===== src/rtl/exception_sequencer.sv =====
// exception_sequencer
// -------------------
// Multicycle sequencer that redirects the PC when an exception fires. On a
// request it captures the return address into EPC, fetches the one-byte
// handler vector from memory, and finally requests a PC write with the
// exception-address source selected. While busy is high the main control
// unit ORs pc_source/pc_write from this block into its own and leaves the PC
// path alone.
//
// Ports:
//   clk            rising-edge system clock
//   reset_n        asynchronous active-low reset
//   excp_opcode    invalid-opcode request   (level, looked at only when idle)
//   excp_overflow  ALU overflow request     (level, looked at only when idle)
//   excp_div0      divide-by-zero request   (level, looked at only when idle)
//   pc_in          current PC (already PC+4)
//   mem_rdata      byte returned by memory for mem_addr
//   mem_addr       vector byte address
//   mem_rd         memory read strobe
//   epc_out        saved exception PC
//   epc_write      one-cycle EPC load pulse
//   excp_out       handler address (zero-extended vector byte)
//   pc_source      PC source select request
//   pc_write       one-cycle PC load pulse
//   excp_cause     0 none, 1 opcode, 2 overflow, 3 div0
//   busy           high in every state except IDLE
//
// Every output is a register; the combinational process computes the value
// each output takes on the next edge.

module exception_sequencer #(
  parameter int VEC_OPCODE   = 253,
  parameter int VEC_OVERFLOW = 254,
  parameter int VEC_DIV0     = 255,
  parameter int MEM_LAT      = 1,
  parameter int PCSRC_EXCP   = 5
) (
  input  logic        clk,
  input  logic        reset_n,
  input  logic        excp_opcode,
  input  logic        excp_overflow,
  input  logic        excp_div0,
  input  logic [31:0] pc_in,
  input  logic [7:0]  mem_rdata,
  output logic [31:0] mem_addr,
  output logic        mem_rd,
  output logic [31:0] epc_out,
  output logic        epc_write,
  output logic [31:0] excp_out,
  output logic [2:0]  pc_source,
  output logic        pc_write,
  output logic [1:0]  excp_cause,
  output logic        busy
);

  localparam int CNT_W = (MEM_LAT > 1) ? $clog2(MEM_LAT) : 1;

  typedef enum logic [1:0] {
    ST_IDLE = 2'd0,
    ST_SAVE = 2'd1,
    ST_READ = 2'd2,
    ST_JUMP = 2'd3
  } state_t;

  state_t             state_r;
  state_t             state_s;
  logic [CNT_W-1:0]   cnt_r;
  logic [CNT_W-1:0]   cnt_s;
  logic [31:0]        mem_addr_s;
  logic               mem_rd_s;
  logic [31:0]        epc_out_s;
  logic               epc_write_s;
  logic [31:0]        excp_out_s;
  logic [2:0]         pc_source_s;
  logic               pc_write_s;
  logic [1:0]         excp_cause_s;
  logic               busy_s;

  // Next-state and next-output computation for the sequencer.
  always_comb begin
    state_s      = state_r;
    cnt_s        = cnt_r;
    mem_addr_s   = mem_addr;
    epc_out_s    = epc_out;
    excp_out_s   = excp_out;
    excp_cause_s = excp_cause;
    mem_rd_s     = 1'b0;
    epc_write_s  = 1'b0;
    pc_source_s  = 3'd0;
    pc_write_s   = 1'b0;

    case (state_r)
      ST_IDLE: begin
        // Fixed priority; a lower-priority request that coincides is simply
        // not serviced. EPC is loaded on this edge so that it is already
        // valid while the epc_write pulse is high during SAVE.
        if (excp_opcode) begin
          excp_cause_s = 2'd1;
          mem_addr_s   = 32'(VEC_OPCODE);
          state_s      = ST_SAVE;
        end else if (excp_overflow) begin
          excp_cause_s = 2'd2;
          mem_addr_s   = 32'(VEC_OVERFLOW);
          state_s      = ST_SAVE;
        end else if (excp_div0) begin
          excp_cause_s = 2'd3;
          mem_addr_s   = 32'(VEC_DIV0);
          state_s      = ST_SAVE;
        end else begin
          state_s      = ST_IDLE;
        end
        if (state_s == ST_SAVE) begin
          epc_write_s = 1'b1;
          epc_out_s   = pc_in - 32'd4;
        end else begin
          epc_write_s = 1'b0;
        end
      end
      ST_SAVE: begin
        mem_rd_s = 1'b1;
        cnt_s    = CNT_W'(MEM_LAT - 1);
        state_s  = ST_READ;
      end
      ST_READ: begin
        // Only the byte present on the final READ edge is taken.
        if (cnt_r == '0) begin
          excp_out_s  = {24'd0, mem_rdata};
          pc_source_s = 3'(PCSRC_EXCP);
          pc_write_s  = 1'b1;
          state_s     = ST_JUMP;
        end else begin
          cnt_s    = cnt_r - CNT_W'(1);
          mem_rd_s = 1'b1;
        end
      end
      ST_JUMP: begin
        state_s = ST_IDLE;
      end
      default: begin
        state_s = ST_IDLE;
      end
    endcase

    busy_s = (state_s != ST_IDLE);
  end

  // State, counter and registered outputs; reset clears everything at once,
  // which also aborts any sequence in flight without a late pulse.
  always_ff @(posedge clk or negedge reset_n) begin
    if (!reset_n) begin
      state_r    <= ST_IDLE;
      cnt_r      <= '0;
      mem_addr   <= 32'd0;
      mem_rd     <= 1'b0;
      epc_out    <= 32'd0;
      epc_write  <= 1'b0;
      excp_out   <= 32'd0;
      pc_source  <= 3'd0;
      pc_write   <= 1'b0;
      excp_cause <= 2'd0;
      busy       <= 1'b0;
    end else begin
      state_r    <= state_s;
      cnt_r      <= cnt_s;
      mem_addr   <= mem_addr_s;
      mem_rd     <= mem_rd_s;
      epc_out    <= epc_out_s;
      epc_write  <= epc_write_s;
      excp_out   <= excp_out_s;
      pc_source  <= pc_source_s;
      pc_write   <= pc_write_s;
      excp_cause <= excp_cause_s;
      busy       <= busy_s;
    end
  end

endmodule


===== config.mk =====
export PLATFORM = sky130hd
export DESIGN_NAME = exception_sequencer
export DESIGN_NICKNAME = d
export VERILOG_FILES = /design/src/rtl/exception_sequencer.sv
export SDC_FILE = /design/constraint.sdc
export NUM_CORES = 1
export LEC_CHECK = 0
export CORE_MARGIN = 2
export CORE_UTILIZATION = 43
export DETAILED_ROUTE_END_ITERATION = 8
export PLACE_DENSITY_LB_ADDON = 0.05
export SYNTH_ARGS = -nofsm -noshare
export SYNTH_HDL_FRONTEND = slang
export SYNTH_SLANG_ARGS = --single-unit

===== constraint.sdc =====
create_clock -name clk -period 5.43 [get_ports clk]
set_input_delay 1.086 -clock clk [delete_from_list [all_inputs] [get_ports clk]]
set_output_delay 1.086 -clock clk [all_outputs]
set_load 0.05 [all_outputs]

==> results of run 1 <==
cell type report:
| cell class | instances | area (sq um) | share of cell area |
|---|---|---|---|
| clock buffer | 5 | 68.82 | 0.01812 |
| clock inverter | 3 | 21.27 | 0.005601 |
| inverter | 6 | 22.52 | 0.005931 |
| multi-input combinational | 228 | 1344 | 0.3539 |
| sequential | 49 | 1226 | 0.3229 |
| tap | 77 | 96.34 | 0.02537 |
| timing repair buffer | 103 | 1018 | 0.2682 |
final timing paths:
| kind | depth (start not counted) | from | endpoint | slack [ps] |
|---|---|---|---|---|
| setup / recovery | 5 | pc_in[5] | epc_out[21]$_DFFE_PN0P_ | 2260 |
| hold / removal | 2 | epc_out[1]$_DFFE_PN0P_ | epc_out[1]$_DFFE_PN0P_ | 480 |
| setup reg to reg | 7 | state_r[0]$_DFF_PN0_ | epc_out[26]$_DFFE_PN0P_ | 3330 |
| hold reg to reg | 2 | epc_out[1]$_DFFE_PN0P_ | epc_out[1]$_DFFE_PN0P_ | 480 |
| max in group asynchronous | 2 | reset_n | epc_out[9]$_DFFE_PN0P_ | 4140 |
| min in group asynchronous | 2 | reset_n | mem_addr[6]$_DFFE_PN0P_ | 880 |
metal layers:
| layer | up-vias | share of wire | wire length, um |
|---|---|---|---|
| met2 | 111 | 0.46 | 3001 |
| li1 | 1160 | - | - |
| met1 | 1111 | 0.46 | 3051 |
| met3 | 7 | 0.065 | 429 |
| met4 | 0 | 0.012 | 80 |
| met5 | - | 0 | 0 |
flip-flops by register name (all words and copies together), names as in the netlist:
register,cells
pc_source,1
epc_out,32
mem_addr,2
mem_rd,1
excp_out,8
busy,1
excp_cause,1
epc_write,1
state_r,2
tightest hold or removal path: stages, from the launching register on:
cell and delay [ps]:
sky130_fd_sc_hd__dfrtp_1 350, sky130_fd_sc_hd__nand2_1 50, sky130_fd_sc_hd__nand2_1 50
per-stage QoR:
stage	utilization	worst slack (ps)
floorplan	-	2615
global placement	0.5772	1995
detailed placement	0.5772	1963
CTS	0.5913	2306
global route	0.5913	2103
finish	0.5913	2257
Yosys cell counts:
cell                        n  area (sq um)
sky130_fd_sc_hd__buf_4     58         435.4
sky130_fd_sc_hd__dfrtp_1   49          1226
sky130_fd_sc_hd__nand2_1   25         93.84
sky130_fd_sc_hd__nor2_1    23         86.33
sky130_fd_sc_hd__or4_1     16         120.1
sky130_fd_sc_hd__a31oi_1   15         93.84
sky130_fd_sc_hd__o21ai_0   14         70.07
sky130_fd_sc_hd__clkbuf_1   9         33.78
sky130_fd_sc_hd__mux2_2     8         90.09
sky130_fd_sc_hd__nand3_1    8         40.04
sky130_fd_sc_hd__o31ai_1    8         60.06
sky130_fd_sc_hd__or3_1      7         43.79
sky130_fd_sc_hd__inv_1      6         22.52
sky130_fd_sc_hd__ha_1       5         62.56
sky130_fd_sc_hd__nor4_1     5         31.28
sky130_fd_sc_hd__xnor2_1    5         43.79
sky130_fd_sc_hd__xor2_1     5         43.79
sky130_fd_sc_hd__a21oi_1    4         20.02
sky130_fd_sc_hd__nor3_1     4         20.02
sky130_fd_sc_hd__o41ai_1    4         35.03
sky130_fd_sc_hd__or2_2      3         18.77
sky130_fd_sc_hd__or4b_1     3         30.03
sky130_fd_sc_hd__buf_6      2         22.52
sky130_fd_sc_hd__nand4_1    2         12.51
sky130_fd_sc_hd__nor4_2     2         25.02
sky130_fd_sc_hd__o211a_1    2         20.02
sky130_fd_sc_hd__o21ai_1    2         10.01
sky130_fd_sc_hd__o311ai_1   2         17.52
sky130_fd_sc_hd__and3_1     1         6.260
sky130_fd_sc_hd__buf_1      1         3.750
sky130_fd_sc_hd__conb_1     1         3.750
sky130_fd_sc_hd__nand2b_1   1         6.260
sky130_fd_sc_hd__nand3_2    1         10.01
sky130_fd_sc_hd__o211ai_1   1         7.510
sky130_fd_sc_hd__o311ai_0   1         8.760
sky130_fd_sc_hd__or3_2      1         7.510
sky130_fd_sc_hd__or4_4      1         11.26
report_power, final:
| group | internal [W] | leakage [nW] | switching [W] | total (W) |
|---|---|---|---|---|
| clock network | 0.0000916 | 0.0445 | 0.000127 | 0.000218 |
| logic | 0.000480 | 0.928 | 0.00102 | 0.00150 |
| registers | 0.000544 | 0.571 | 0.0000934 | 0.000638 |
cells by family after synthesis:
kind of cell               after synthesis  share of synthesized area
AOI/OAI and AO/OA                       53                     0.1185
xor gates and xnor gates                10                    0.03026
adders and majority gates                5                    0.02162
buffers and inverters                   76                     0.1790
DFF                                     49                     0.4237
muxes                                    8                    0.03113
other                                    1                   0.001296
and+or+nand+nor                        103                     0.1946
==> results summary, run 1 <==
The flow ran to the end, and the final reports show no timing, DRC or antenna violations. The horizontal die dimension came out at 86.04 um. The relative area change from synthesis to final layout came out at 31.21%. The number of standard-cell rows in the floorplan is 29.

The final routed DRC violation total came out at 0. The met2 track demand over resource is 0.2755. The clock sink count came out at 49. The final setup violation count came out at 0. Of the cells placed in the final design, the portion with a size suffix greater than 1 is 0.07360. The count of nets left with antenna violations once routing finished came out at 0.

In this design, the stage delay of the slowest critical-path cell is 620 ps. The worst voltage drop across the vdd grid came out at 0.3151 mV. The met3 track demand over resource in global routing is 0.02791. The number of port buffers is 100. The final design instance area without fill is 3797 sq um.

For this design, the CTS-stage hold fixing added 0 buffers. The all-layer global routing usage is 0.1756. The number of cells upsized or downsized after cts came out at 0. The class of the most critical setup path is in -> reg. The via count normalized by instance count is 5.072. The worst pin sits at a relative slew slack of 0.5196. The clock arrives with 4.657 ps of skew. The die height came out at 86.04 um.

The floorplan core area is 6422 sq um. The clock latency on the worst-skew pair is 300 ps. The first TritonRoute pass finished after 4 iterations. The worst endpoint data arrival time came out at 3400 ps.

The total via count after detailed routing came out at 2,389. The number of different library cells used by synthesis comes to 37. Fill cells in the final layout number 584. Setup repair after global routing left no endpoint under its margin. The sequential area share after synthesis is 0.4237. Detailed placement finished with a half-perimeter wire length of 4.969 mm. Summing internal, switching and leakage power gives 0.002359 W. Among cell families on the critical path, the largest total delay comes from simple AND/OR/NAND/NOR gates.

The worst setup path is captured at a flip-flop. The clock root buffer master is sky130_fd_sc_hd__clkbuf_8. TritonCTS built the clock tree.

In the layout the commonest cells are 99 x sky130_fd_sc_hd__clkdlybuf4s50_1, 49 x sky130_fd_sc_hd__conb_1, 49 x sky130_fd_sc_hd__dfrtp_1. The final layout contains routed wiring with a total length of 6.563 mm. The global placer's final weighted congestion came out at 0.8173.

The count of yosys warnings during synthesis is 0. The synthesized instance count is 305. The first global-routing pass estimated 10.36 mm of wire. Each instance of the synthesized netlist takes up on average 9.489 sq um. The die covers 7403 sq um. The H-tree level count is 2. Traced cell by cell, the critical path runs through clkdlybuf4s50_1 -> nor4_2 -> nand2_1 -> or4b_1 -> a31oi_1. The total count of max-transition violations in the final report came out at 0. Data on the critical path is required at its endpoint by 5650 ps. The clock transition at the registers of the reported paths came out at 90 ps.

For the pin with the worst max-slew slack, the measured transition is 719.7 ps. The final cell count without fillers came out at 471. The largest buffer count on any clock path is 2.

The upper clock frequency limit came out at 0.3151 GHz. The total power per unit cell area is 621.2 nW/um^2. The diode insertion count for antenna repair came out at 0. Entering global routing, the biggest net connects 50 pins. In the final design database the tool counted 443 nets. The worst-case hold slack is 477.5 ps.

The number of I/O pins came out at 150. The fraction of the cycle the final worst path needs came out at 0.5844. The maximum fanout along the worst path is 14. Dividing the detail-routed wire length by the instance count gives 13.93 um. In this run, placement finished with an instance count of 463. The min-delay analysis places its worst path in the category reg -> reg.

The post-CTS setup repair buffer count is 0. The total CTS buffers is 5. The number of global-route vias before repair is 2,124.

met2 is the most crowded layer. After global routing the overflow that remains totals 0. The mapped cell area came out at 2894 sq um. Together, buffers and inverters on the worst path number 1. The static leakage is 1.543 nW. Max-cap violations in this run came to 0.

The sum of negative setup slack is 0 ps. The slowest stage of the critical path belongs to the cell sky130_fd_sc_hd__nor4_2. The leading cell type in the layout, fill and taps excluded is sky130_fd_sc_hd__clkdlybuf4s50_1. The register bit total from synthesis is 49. Summing all placed instances gives a cell area of 3707 sq um.

For this configuration, the core starts out at a cell density of 0.4506. The minimum clock period after layout came out at 3173 ps. The number of antenna violations at the first check in global routing is 0. For this block, the initial DRC count from the detailed router was 98. STA classifies the critical path startpoint as an input pin. The number of failing hold endpoints at the final stage came out at 0. The routing usage on met1 came out at 0.2505.
No activity file was read; power rests on OpenSTA's default activity.
==> inputs of run 2 (changes only) <==
Settings changed: CORE_UTILIZATION 43 to 40.
Clock period 5.43 ns to 3.1 ns, I/O delays scaled along.
==> run 2 against run 1 <==
Core utilization down 4.6 points. Via count decreased by 0.33%. Hold slack worse by 210 ps. Clock power grew 81%. Sequential power up 76%. Wire length up 0.72%. Count of clock-buffer cells in the layout unchanged. Non-clock buffer count is 9 higher. Power up 76%. Sequential share of layout area is 0.79 points lower. Cell count rose by 6.6%. Critical endpoint is now epc_out[27]$_DFFE_PN0P_. Largest power group unchanged.
==> results summary, run 2 (same netlist as run 1, synthesis figures left out) <==
The count of buffer and inverter cells on the critical path is 1 (unchanged). Run status: complete, no violations (unchanged). The final setup violation count came out at 0 (unchanged). The per-cell routed wire length came out at 13.17 um (was 13.93 um).

The upper clock frequency limit came out at 0.3931 GHz. The kind of end point of the critical path is a flip-flop (unchanged). The final routed DRC violation total is 0 (unchanged). The highest signal layer in the routed design is met4 (unchanged). The share of final-layout standard cells stronger than drive strength 1 is 0.09429 (was 0.07360). Setup repair after global routing missed its margin: false (unchanged).

The largest register by flop count was epc_out (unchanged). The remaining number of nets flagged by the antenna check after routing is 0 (unchanged). The pin slew with the least headroom to its limit was 548.9 ps (was 719.7 ps). Dividing the final minimum period by the clock period gives 0.8207. The largest buffer count on any clock path came out at 2 (unchanged). The number of nets in the layout is 452 (was 443). The number of port buffers came to 100 (unchanged). The estimated wirelength of the detail-placed design came out at 5.089 mm (was 4.969 mm). The count of hold-fix buffers inserted at cts came out at 0 (unchanged). The number of standard-cell rows in the floorplan came out at 31 (was 29).

The number of I/O pins came to 150 (unchanged). The clock root buffer master is sky130_fd_sc_hd__clkbuf_8 (unchanged). The clock sink count is 49 (unchanged).

The leading cell type in the layout, fill and taps excluded is sky130_fd_sc_hd__clkdlybuf4s50_1 (unchanged). Registers with the most flip-flops: epc_out (32), excp_out (8) (unchanged). The worst slack after detailed placement was 250.9 ps (was 1963 ps). The all-layer global routing usage was 0.1681 (was 0.1756). The post-CTS setup repair buffer count is 0 (unchanged). The kind of start point of the critical path is an input pin (unchanged). The worst-case clock skew is 6.718 ps (was 4.657 ps). The floorplan core area was 7137 sq um (was 6422 sq um).

The number of logic stages on the critical path including buffering is 5 (unchanged). The number of cells upsized or downsized after cts is 0 (unchanged). The family with the most delay on the worst path is simple AND/OR/NAND/NOR gates (unchanged). The flip-flop count of the largest register, all copies and words added came out at 32 (unchanged). The total of fill cells in the finished design came out at 698 (was 584). The number of optimization iterations in the first detailed-route pass came out at 4 (unchanged). The die height is 89.06 um (was 86.04 um). The total CTS buffers is 5 (unchanged).

The maximum fanout along the worst path came out at 11 (was 14). The met3 routed wirelength is 484 um (was 429 um). The max capacitance violation total came out at 0 (unchanged). Commonest cells after routing, fill and taps aside: 99 x sky130_fd_sc_hd__clkdlybuf4s50_1, 49 x sky130_fd_sc_hd__conb_1, 49 x sky130_fd_sc_hd__dfrtp_1 (unchanged). The total die area came out at 7932 sq um (was 7403 sq um).

The global placer's final weighted congestion is 0.7988 (was 0.8173). Crit-path cells: clkdlybuf4s50_1 -> or4_4 -> or3_1 -> or4_1 -> a31oi_1 (was clkdlybuf4s50_1 -> nor4_2 -> nand2_1 -> or4b_1 -> a31oi_1). The total count of max-transition violations in the final report came to 0 (unchanged). The final cell count without fillers is 502 (was 471).

The core utilization of the finished layout came out at 0.5454 (was 0.5913). The required time of the worst setup path is 3330 ps (was 5650 ps). The number of failing hold endpoints at the final stage is 0 (unchanged). The depth of the most critical reg-to-reg path came out at 7 (unchanged). The worst endpoint data arrival time is 2770 ps (was 3400 ps).

The final setup slack of the worst path came out at 555.9 ps (was 2257 ps). The initial standard-cell utilization of the core is 0.4055 (was 0.4506). The H-tree level count is 2 (unchanged). The standard cell with the maximum stage delay on the critical path is sky130_fd_sc_hd__or4_4 (was sky130_fd_sc_hd__nor4_2). The largest net degree at the start of global routing came to 30 (was 50). The diode insertion count for antenna repair is 0 (unchanged). The minimum clock period after layout is 2544 ps. The class of the most critical setup path was in -> reg (unchanged).

The relative max-transition margin is 0.6329 (was 0.5196). The sum of negative setup slack came to 0 ps (unchanged). The static leakage came out at 1.588 nW (was 1.543 nW). The total via count after detailed routing came out at 2,381 (was 2,389).

The class of the tightest hold or removal check is in -> async (was reg -> reg). The clock transition at the registers of the reported paths is 90 ps (about the same). The worst voltage drop across the vdd grid came out at 0.6112 mV (was 0.3151 mV). The number of global-route vias before repair is 2,164 (was 2,124). The via count normalized by instance count is 4.743 (was 5.072). The delay contributed by the slowest stage of the critical path is 550 ps (was 620 ps). The routed wire length is 6.610 mm (was 6.563 mm).

The length of routed wiring on met1 is 3.074 mm (was 3.051 mm). The global route total overflow is 0 (unchanged). The relative area change from synthesis to final layout is 34.50% (was 31.21%).

The number of violations reported at the end of detailed-routing iteration 0 came out at 61 (was 98). The number of antenna violations at the first check in global routing came to 0 (unchanged). The global-route wire length before repair is 10.43 mm (was 10.36 mm).

The clock latency on the worst-skew pair is 310 ps (was 300 ps). The horizontal die dimension is 89.06 um (was 86.04 um). The wire length on met2 came out at 2.946 mm (was 3.001 mm). The total power per unit cell area came out at 1068 nW/um^2 (was 621.2 nW/um^2). The CTS tree is built (unchanged). The number of instances in the placed design came out at 494 (was 463).
run 2: layer usage:
metal / track usage / up-vias
met5: 0 / -
met4: 0.04342 / 0
met3: 0.03970 / 9
met2: 0.2687 / 102
met1: 0.2314 / 1087
li1: - / 1183
run 2: path summary, 6_finish.rpt:
kind                            slack [ps]                    start                       to
worst max-delay path                   560                pc_in[20]  epc_out[27]$_DFFE_PN0P_
worst min-delay path                   270                  reset_n      epc_write$_DFF_PN0_
worst max register to register        1090     state_r[0]$_DFF_PN0_  epc_out[31]$_DFFE_PN0P_
worst min register to register         490  epc_out[17]$_DFFE_PN0P_  epc_out[17]$_DFFE_PN0P_
max in group asynchronous             2090                  reset_n     state_r[1]$_DFF_PN0_
min in group clk                       490  epc_out[17]$_DFFE_PN0P_  epc_out[17]$_DFFE_PN0P_
run 2: layout make-up:
| type | count | area, sq um | area share |
|---|---|---|---|
| Sequential cell | 49 | 1226 | 0.3150 |
| Tap cell | 99 | 123.9 | 0.03182 |
| Clock inverter | 3 | 21.27 | 0.005464 |
| Timing Repair Buffer | 112 | 1086 | 0.2790 |
| Inverter | 6 | 22.52 | 0.005786 |
| Clock buffer | 5 | 68.82 | 0.01768 |
| Multi-Input combinational cell | 228 | 1344 | 0.3452 |
run 2: report_power, final:
| part | leakage [nW] | switching (W) | internal, W |
|---|---|---|---|
| Clock | 0.0445 | 0.000234 | 0.000161 |
| Sequential | 0.571 | 0.000162 | 0.000953 |
| Combinational | 0.972 | 0.00179 | 0.000859 |
run 2: per-stage QoR:
| step | instance area (sq um) | hold WS (ps) | power, W |
|---|---|---|---|
| floorplan | 3074 | 324.4 | 0.002969 |
| global route | 3892 | 288.7 | 0.004395 |
| finish | 3892 | 266.1 | 0.004157 |
| detailed placement | 3802 | 466.6 | 0.003796 |
| CTS | 3892 | 276.7 | 0.004195 |
| global placement | 3802 | 461.2 | 0.003773 |
